===== src/rtl/ysyx_23060184_csr_access_unit_pkg.sv =====
// Shared constants for the CSR access unit: CSR addresses, funct3 op codes,
// FSM state encoding and the ecall cause value.
package ysyx_23060184_csr_access_unit_pkg;

  localparam logic [11:0] CSR_MSTATUS = 12'h300;
  localparam logic [11:0] CSR_MTVEC   = 12'h305;
  localparam logic [11:0] CSR_MEPC    = 12'h341;
  localparam logic [11:0] CSR_MCAUSE  = 12'h342;

  localparam logic [2:0] F3_SYS = 3'b000;
  localparam logic [2:0] F3_RW  = 3'b001;
  localparam logic [2:0] F3_RS  = 3'b010;
  localparam logic [2:0] F3_RC  = 3'b011;
  localparam logic [2:0] F3_RWI = 3'b101;
  localparam logic [2:0] F3_RSI = 3'b110;
  localparam logic [2:0] F3_RCI = 3'b111;

  localparam int unsigned CAUSE_ECALL_M = 11;

  typedef enum logic [2:0] {
    ST_IDLE  = 3'd0,
    ST_READ  = 3'd1,
    ST_WRITE = 3'd2,
    ST_TRAP  = 3'd3,
    ST_RET   = 3'd4,
    ST_RESP  = 3'd5
  } state_e;

  function automatic logic f3_is_zicsr(input logic [2:0] f3);
    return (f3 != F3_SYS) && (f3 != 3'b100);
  endfunction

endpackage


===== src/rtl/ysyx_23060184_csr_access_unit_alu.sv =====
// New-value compute for the Zicsr read-modify-write forms, plus the write
// enable that drops set/clear writes whose rs1/zimm field is zero.
module ysyx_23060184_csr_alu
  import ysyx_23060184_csr_access_unit_pkg::*;
#(
  parameter int DATA_WIDTH = 32
) (
  input  logic [2:0]            funct3,
  input  logic [DATA_WIDTH-1:0] old_val,
  input  logic [DATA_WIDTH-1:0] src,
  input  logic [4:0]            src_idx,
  output logic [DATA_WIDTH-1:0] new_val,
  output logic                  wen
);

  always_comb begin
    new_val = src;
    wen     = 1'b0;
    case (funct3)
      F3_RW, F3_RWI: begin
        new_val = src;
        wen     = 1'b1;
      end
      F3_RS, F3_RSI: begin
        new_val = old_val | src;
        wen     = |src_idx;
      end
      F3_RC, F3_RCI: begin
        new_val = old_val & ~src;
        wen     = |src_idx;
      end
      default: begin
        new_val = src;
        wen     = 1'b0;
      end
    endcase
  end

endmodule


===== src/rtl/ysyx_23060184_csr_access_unit.sv =====
// Initiator side of the CSR file port: one Zicsr/ecall/mret op per handshake,
// sequenced as read, then write/trap/return, then a held response.
//
// state | meaning
// IDLE  | ready for a request
// READ  | present latched CSR address, capture old value
// WRITE | one-cycle write of the RW/RS/RC result (may be suppressed)
// TRAP  | ecall strobe, capture mtvec as redirect target
// RET   | mret strobe, capture mepc as redirect target
// RESP  | hold response until out_ready
module ysyx_23060184_csr_access_unit
  import ysyx_23060184_csr_access_unit_pkg::*;
#(
  parameter int                    DATA_WIDTH      = 32,
  parameter int                    CSR_ADDR_LENGTH = 10,
  parameter logic [DATA_WIDTH-1:0] ECALL_CAUSE     = DATA_WIDTH'(CAUSE_ECALL_M)
) (
  input  logic                       clk,
  input  logic                       rst,
  input  logic                       in_valid,
  output logic                       in_ready,
  input  logic [2:0]                 in_funct3,
  input  logic                       in_ecall,
  input  logic                       in_mret,
  input  logic [CSR_ADDR_LENGTH-1:0] in_csr,
  input  logic [DATA_WIDTH-1:0]      in_src,
  input  logic [4:0]                 in_src_idx,
  input  logic [4:0]                 in_rd,
  input  logic [DATA_WIDTH-1:0]      in_pc,
  output logic [CSR_ADDR_LENGTH-1:0] csr_raddr,
  input  logic [DATA_WIDTH-1:0]      csr_rdata,
  output logic [CSR_ADDR_LENGTH-1:0] csr_waddr,
  output logic [DATA_WIDTH-1:0]      csr_wdata,
  output logic                       csr_wen,
  output logic                       csr_ecall,
  output logic                       csr_mret,
  output logic [DATA_WIDTH-1:0]      csr_pc,
  output logic                       out_valid,
  input  logic                       out_ready,
  output logic [4:0]                 out_rd,
  output logic                       out_rd_wen,
  output logic [DATA_WIDTH-1:0]      out_rd_data,
  output logic                       out_redirect,
  output logic [DATA_WIDTH-1:0]      out_redirect_pc,
  output logic                       out_illegal
);

  state_e                     state_q, state_d;
  logic [2:0]                 f3_q, f3_d;
  logic                       ecall_q, ecall_d;
  logic                       illegal_q, illegal_d;
  logic [CSR_ADDR_LENGTH-1:0] csr_q, csr_d;
  logic [DATA_WIDTH-1:0]      src_q, src_d;
  logic [4:0]                 idx_q, idx_d;
  logic [4:0]                 rd_q, rd_d;
  logic [DATA_WIDTH-1:0]      pc_q, pc_d;
  logic [DATA_WIDTH-1:0]      old_q, old_d;
  logic [DATA_WIDTH-1:0]      redir_q, redir_d;

  logic [DATA_WIDTH-1:0]      alu_new;
  logic                       alu_wen;
  logic                       req_illegal;
  logic                       is_zicsr_q;

  ysyx_23060184_csr_alu #(
    .DATA_WIDTH(DATA_WIDTH)
  ) u_alu (
    .funct3 (f3_q),
    .old_val(old_q),
    .src    (src_q),
    .src_idx(idx_q),
    .new_val(alu_new),
    .wen    (alu_wen)
  );

  // A system op must be exactly one of ecall/mret; anything else is undefined.
  assign req_illegal = !f3_is_zicsr(in_funct3) &&
                       !((in_funct3 == F3_SYS) && (in_ecall ^ in_mret));
  assign is_zicsr_q  = f3_is_zicsr(f3_q) && !illegal_q;

  always_comb begin
    state_d         = state_q;
    f3_d            = f3_q;
    ecall_d         = ecall_q;
    illegal_d       = illegal_q;
    csr_d           = csr_q;
    src_d           = src_q;
    idx_d           = idx_q;
    rd_d            = rd_q;
    pc_d            = pc_q;
    old_d           = old_q;
    redir_d         = redir_q;
    in_ready        = 1'b0;
    csr_raddr       = '0;
    csr_waddr       = '0;
    csr_wdata       = '0;
    csr_wen         = 1'b0;
    csr_ecall       = 1'b0;
    csr_mret        = 1'b0;
    csr_pc          = '0;
    out_valid       = 1'b0;
    out_rd          = '0;
    out_rd_wen      = 1'b0;
    out_rd_data     = '0;
    out_redirect    = 1'b0;
    out_redirect_pc = '0;
    out_illegal     = 1'b0;

    case (state_q)
      ST_IDLE: begin
        in_ready = 1'b1;
        if (in_valid) begin
          f3_d      = in_funct3;
          ecall_d   = in_ecall;
          illegal_d = req_illegal;
          csr_d     = in_csr;
          src_d     = in_src;
          idx_d     = in_src_idx;
          rd_d      = in_rd;
          pc_d      = in_pc;
          state_d   = ST_READ;
        end
      end
      ST_READ: begin
        csr_raddr = csr_q;
        old_d     = csr_rdata;
        if (illegal_q)            state_d = ST_RESP;
        else if (f3_q != F3_SYS)  state_d = ST_WRITE;
        else if (ecall_q)         state_d = ST_TRAP;
        else                      state_d = ST_RET;
      end
      ST_WRITE: begin
        csr_wen   = alu_wen;
        csr_waddr = csr_q;
        csr_wdata = alu_new;
        state_d   = ST_RESP;
      end
      ST_TRAP: begin
        csr_ecall = 1'b1;
        csr_wdata = ECALL_CAUSE;
        csr_pc    = pc_q;
        csr_raddr = CSR_ADDR_LENGTH'(CSR_MTVEC);
        redir_d   = csr_rdata;
        state_d   = ST_RESP;
      end
      ST_RET: begin
        csr_mret  = 1'b1;
        csr_raddr = CSR_ADDR_LENGTH'(CSR_MEPC);
        redir_d   = csr_rdata;
        state_d   = ST_RESP;
      end
      ST_RESP: begin
        out_valid       = 1'b1;
        out_illegal     = illegal_q;
        out_rd          = is_zicsr_q ? rd_q : 5'd0;
        out_rd_wen      = is_zicsr_q && (rd_q != 5'd0);
        out_rd_data     = is_zicsr_q ? old_q : '0;
        out_redirect    = !illegal_q && (f3_q == F3_SYS);
        out_redirect_pc = out_redirect ? redir_q : '0;
        if (out_ready) state_d = ST_IDLE;
      end
      default: state_d = ST_IDLE;
    endcase
  end

  always_ff @(posedge clk) begin
    if (rst) begin
      state_q   <= ST_IDLE;
      f3_q      <= '0;
      ecall_q   <= 1'b0;
      illegal_q <= 1'b0;
      csr_q     <= '0;
      src_q     <= '0;
      idx_q     <= '0;
      rd_q      <= '0;
      pc_q      <= '0;
      old_q     <= '0;
      redir_q   <= '0;
    end else begin
      state_q   <= state_d;
      f3_q      <= f3_d;
      ecall_q   <= ecall_d;
      illegal_q <= illegal_d;
      csr_q     <= csr_d;
      src_q     <= src_d;
      idx_q     <= idx_d;
      rd_q      <= rd_d;
      pc_q      <= pc_d;
      old_q     <= old_d;
      redir_q   <= redir_d;
    end
  end

endmodule


===== config.mk =====
export PLATFORM = sky130hd
export DESIGN_NAME = ysyx_23060184_csr_access_unit
export DESIGN_NICKNAME = d
export VERILOG_FILES = /design/src/rtl/ysyx_23060184_csr_access_unit_pkg.sv /design/src/rtl/ysyx_23060184_csr_access_unit_alu.sv /design/src/rtl/ysyx_23060184_csr_access_unit.sv
export SDC_FILE = /design/constraint.sdc
export NUM_CORES = 1
export LEC_CHECK = 0
export CAP_MARGIN = 20
export CORE_MARGIN = 3
export CORE_UTILIZATION = 25
export CTS_CLUSTER_DIAMETER = 30
export DETAILED_ROUTE_END_ITERATION = 6
export HOLD_SLACK_MARGIN = 0.06
export PLACE_DENSITY = 0.53
export SETUP_SLACK_MARGIN = 0.2
export SLEW_MARGIN = 20
export SYNTH_ARGS = -nofsm -noshare
export SYNTH_HDL_FRONTEND = slang
export SYNTH_SLANG_ARGS = --single-unit
export TNS_END_PERCENT = 30

===== constraint.sdc =====
create_clock -name clk -period 1.75 [get_ports clk]
set_clock_uncertainty 0.2 [all_clocks]
set_input_delay 0.175 -clock clk [delete_from_list [all_inputs] [get_ports clk]]
set_output_delay 0.175 -clock clk [all_outputs]
set_load 0.05 [all_outputs]

==> flow_summary.yaml <==
synth:
  ys_types: 38
  synthCells: 950
  synth_top_area_share_pct: 42.98
  async_reset_ff_share_pct: 0
  synth_area_leaders: "dfxtp_1, nand2_1, a21oi_1"
  syn_nets: 1075
  ys_seq_elements: 156
  seq_area_frac_synth_pct: 42.98
  synth_flop_cell: "dfxtp_1"
  synth_area_mm2: 0.007266
  yosys.area.top_type: "dfxtp_1"
  ys_warn_count: 0
  syn_avg_cell_area_um2: 7.648
  synth-edff-count: 0
min_path:
  min-delay-path-class: "input port to flip-flop"
global_routing:
  grt_max_degree: 58
  grt_pass1_vias: 7529
  grt_pass1_wl_mm: 45.26
  grt-ovfl-total: 0
  grt.total_usage_pct: 18.88
  antenna_found_initial: 1
floorplan:
  die_area_mm2: 0.03115
  start_util_pct: 25.73
  die_w_um: 176.5
  die_y_um: 176.5
  rows: 61
  coreArea_mm2: 0.02824
  ioPinCount: 286
cells_and_area:
  final_nets: 1388
  finalNonFillerCells: 1654
  seqCellArea_mm2: 0.003137
  final_common_cell: "nand2_1"
  area_growth_pct: 98.45
  drive_gt1_share_pct: 36.60
  final_cell_mix: "nand2_1, dfxtp_1, buf_12"
  diodes: 0
  multiInputGateArea_mm2: 0.004684
  fillers: 2579
  final_core_util_pct: 51.06
place:
  dp_hpwl_mm: 20.68
  io_buffers: 285
  gp_congestion: 0.7710
  post-place-cells: 1587
timing:
  min_period_over_period_pct: 128.7
  fmax_mhz: 444.1
  setup_ws_ns: -0.5019
  finalCriticalPeriod_ns: 2.252
  finalMaxSlewViolations: 0
  rsz0062_at_grt: "yes"
  finalSetupViolCount: 306
  relSlewSlack_pct: 73.25
  final-hold-violation-count: 0
  worst_pin_slew_ns: 0.3975
clock_network:
  clock_sinks: 156
  cts-buffers-inserted: 17
  cts-root-buf: "clkbuf_16"
  cts_tree: "done"
  clkLatencyLatePin_ns: 0.42
  clock_path_buffers: 2
  cts_max_level: 4
  clkTransAtPathRegs_ns: 0.08
detailed_routing:
  viasPerCell: 4.561
  antenna_left: 0
  drc_errors: 0
  first_pass_iters: 5
  routed_wl_mm: 30.21
  detail_route.iter0.violations: 356
  wl_per_cell_um: 18.26
  num_vias: 7544
status:
  violations: "setup timing"
  status: "finished, violations left"
critical_path:
  worst-path-max-fanout: 8
  end_kind: "output port"
  start_kind: "flip-flop"
  arrival_ns: 1.88
  cp.required_ns: 1.37
  crit_type: "flip-flop to output port"
power_and_ir_drop:
  power_density_mw_per_mm2: 819.3
  leakage_nw: 5.574
  ir_drop_mv: 0.6515
flow_run:
  drv_cap: 0
where the power goes:
group	internal, mW	switching [mW]
combinational	1.71	1.90
clock	2.09	1.79
sequential	4.00	0.325
total	7.80	4.01
cells by family (layout without fill, tap and decap cells):
group | Yosys count | in the layout | share of synthesized area, %
mux | 32 | 32 | 4.409
simple gates | 519 | 519 | 36.32
buf+inv | 80 | 406 | 4.804
xor+xnor | 1 | 1 | 0.1206
flops | 156 | 156 | 42.98
compound gates | 162 | 162 | 11.37
repair_timing:
item / CTS / global route
setup buffers: 15 / 5
hold endpoints to repair: 33 / 0
setup endpoints to repair: 315 / 315
hold buffers: 2 / 0
cloned: 7 / 6
gates resized for setup: 138 / 42
pin swaps: 30 / 36
critical path, stage by stage, from the launching register on:
cell	delay, ns
dfxtp_2	0.36
buf_6	0.11
nand3b_4	0.11
nor3b_4	0.22
buf_6	0.19
clkbuf_16	0.17
and2_4	0.15
buf_12	0.13
final timing paths:
kind / from / endpoint / slack (ns) / cells after the start
min reg2reg: idx_q[4] / idx_q[4] / 0.25 / 2
max reg2reg: state_q[2] / src_q[22] / -0.22 / 6
min: in_pc[26] / pc_q[26] / 0.09 / 3
max: state_q[0] / out_redirect_pc[12] / -0.50 / 7
layer usage:
| layer | share of wire [%] | routed length, um | vias to the layer above | GRT usage (%) |
|---|---|---|---|---|
| met3 | 8.9 | 2701 | 29 | 7.032 |
| li1 | - | - | 3724 | - |
| met5 | 0.043 | 13 | - | 0 |
| met2 | 49 | 14760 | 247 | 32.55 |
| met4 | 1.6 | 482 | 2 | 4.812 |
| met1 | 41 | 12250 | 3542 | 22.16 |
cell type report:
type                            instances  area share [%]
Inverter                                4          0.1215
Clock inverter                         14           1.180
Tap cell                              378           3.280
Multi-Input combinational cell        714           32.49
Clock buffer                           18           3.046
Timing Repair Buffer                  370           38.13
Sequential cell                       156           21.75
flip-flops by register name, indices dropped and copies added, names as in the netlist:
| register | flops |
|---|---|
| pc_q | 32 |
| illegal_q | 1 |
| state_q | 3 |
| src_q | 32 |
| f3_q | 3 |
| ecall_q | 1 |
| csr_q | 10 |
| old_q | 32 |
| idx_q | 5 |
| redir_q | 32 |
| rd_q | 5 |
Yosys cell counts, types with 2 or more instances:
cell type / instances
buf_6: 2
dfxtp_1: 156
nor2_1: 4
buf_4: 5
and3_1: 10
and3b_1: 3
inv_1: 3
a21oi_1: 154
nor3b_2: 3
mux2i_1: 32
o21ai_0: 3
nor3_1: 4
clkbuf_2: 3
nand2b_1: 64
nand2_1: 279
nor4_1: 5
nand3b_1: 30
and2_1: 107
buf_2: 9
clkbuf_1: 56
per-stage QoR:
| stage | hold slack, ns | TNS [ns] | power, mW | area [um^2] | setup slack (ns) |
|---|---|---|---|---|---|
| 3_5_place_dp | 0.2420 | -21.84 | 7.622 | 12710 | -0.2007 |
| 5_1_grt | 0.07642 | -107.89 | 12.42 | 14420 | -0.5800 |
| 3_3_place_gp | 0.2373 | -17.55 | 7.590 | 12710 | -0.1436 |
| 6_report | 0.08543 | -84.33 | 11.81 | 14420 | -0.5019 |
| 4_1_cts | 0.06052 | -81.34 | 11.81 | 14080 | -0.4988 |
| 2_1_floorplan | 0.1110 | -6.724 | 6.174 | 8001 | -0.1362 |
(Power assumes the default switching activity.)
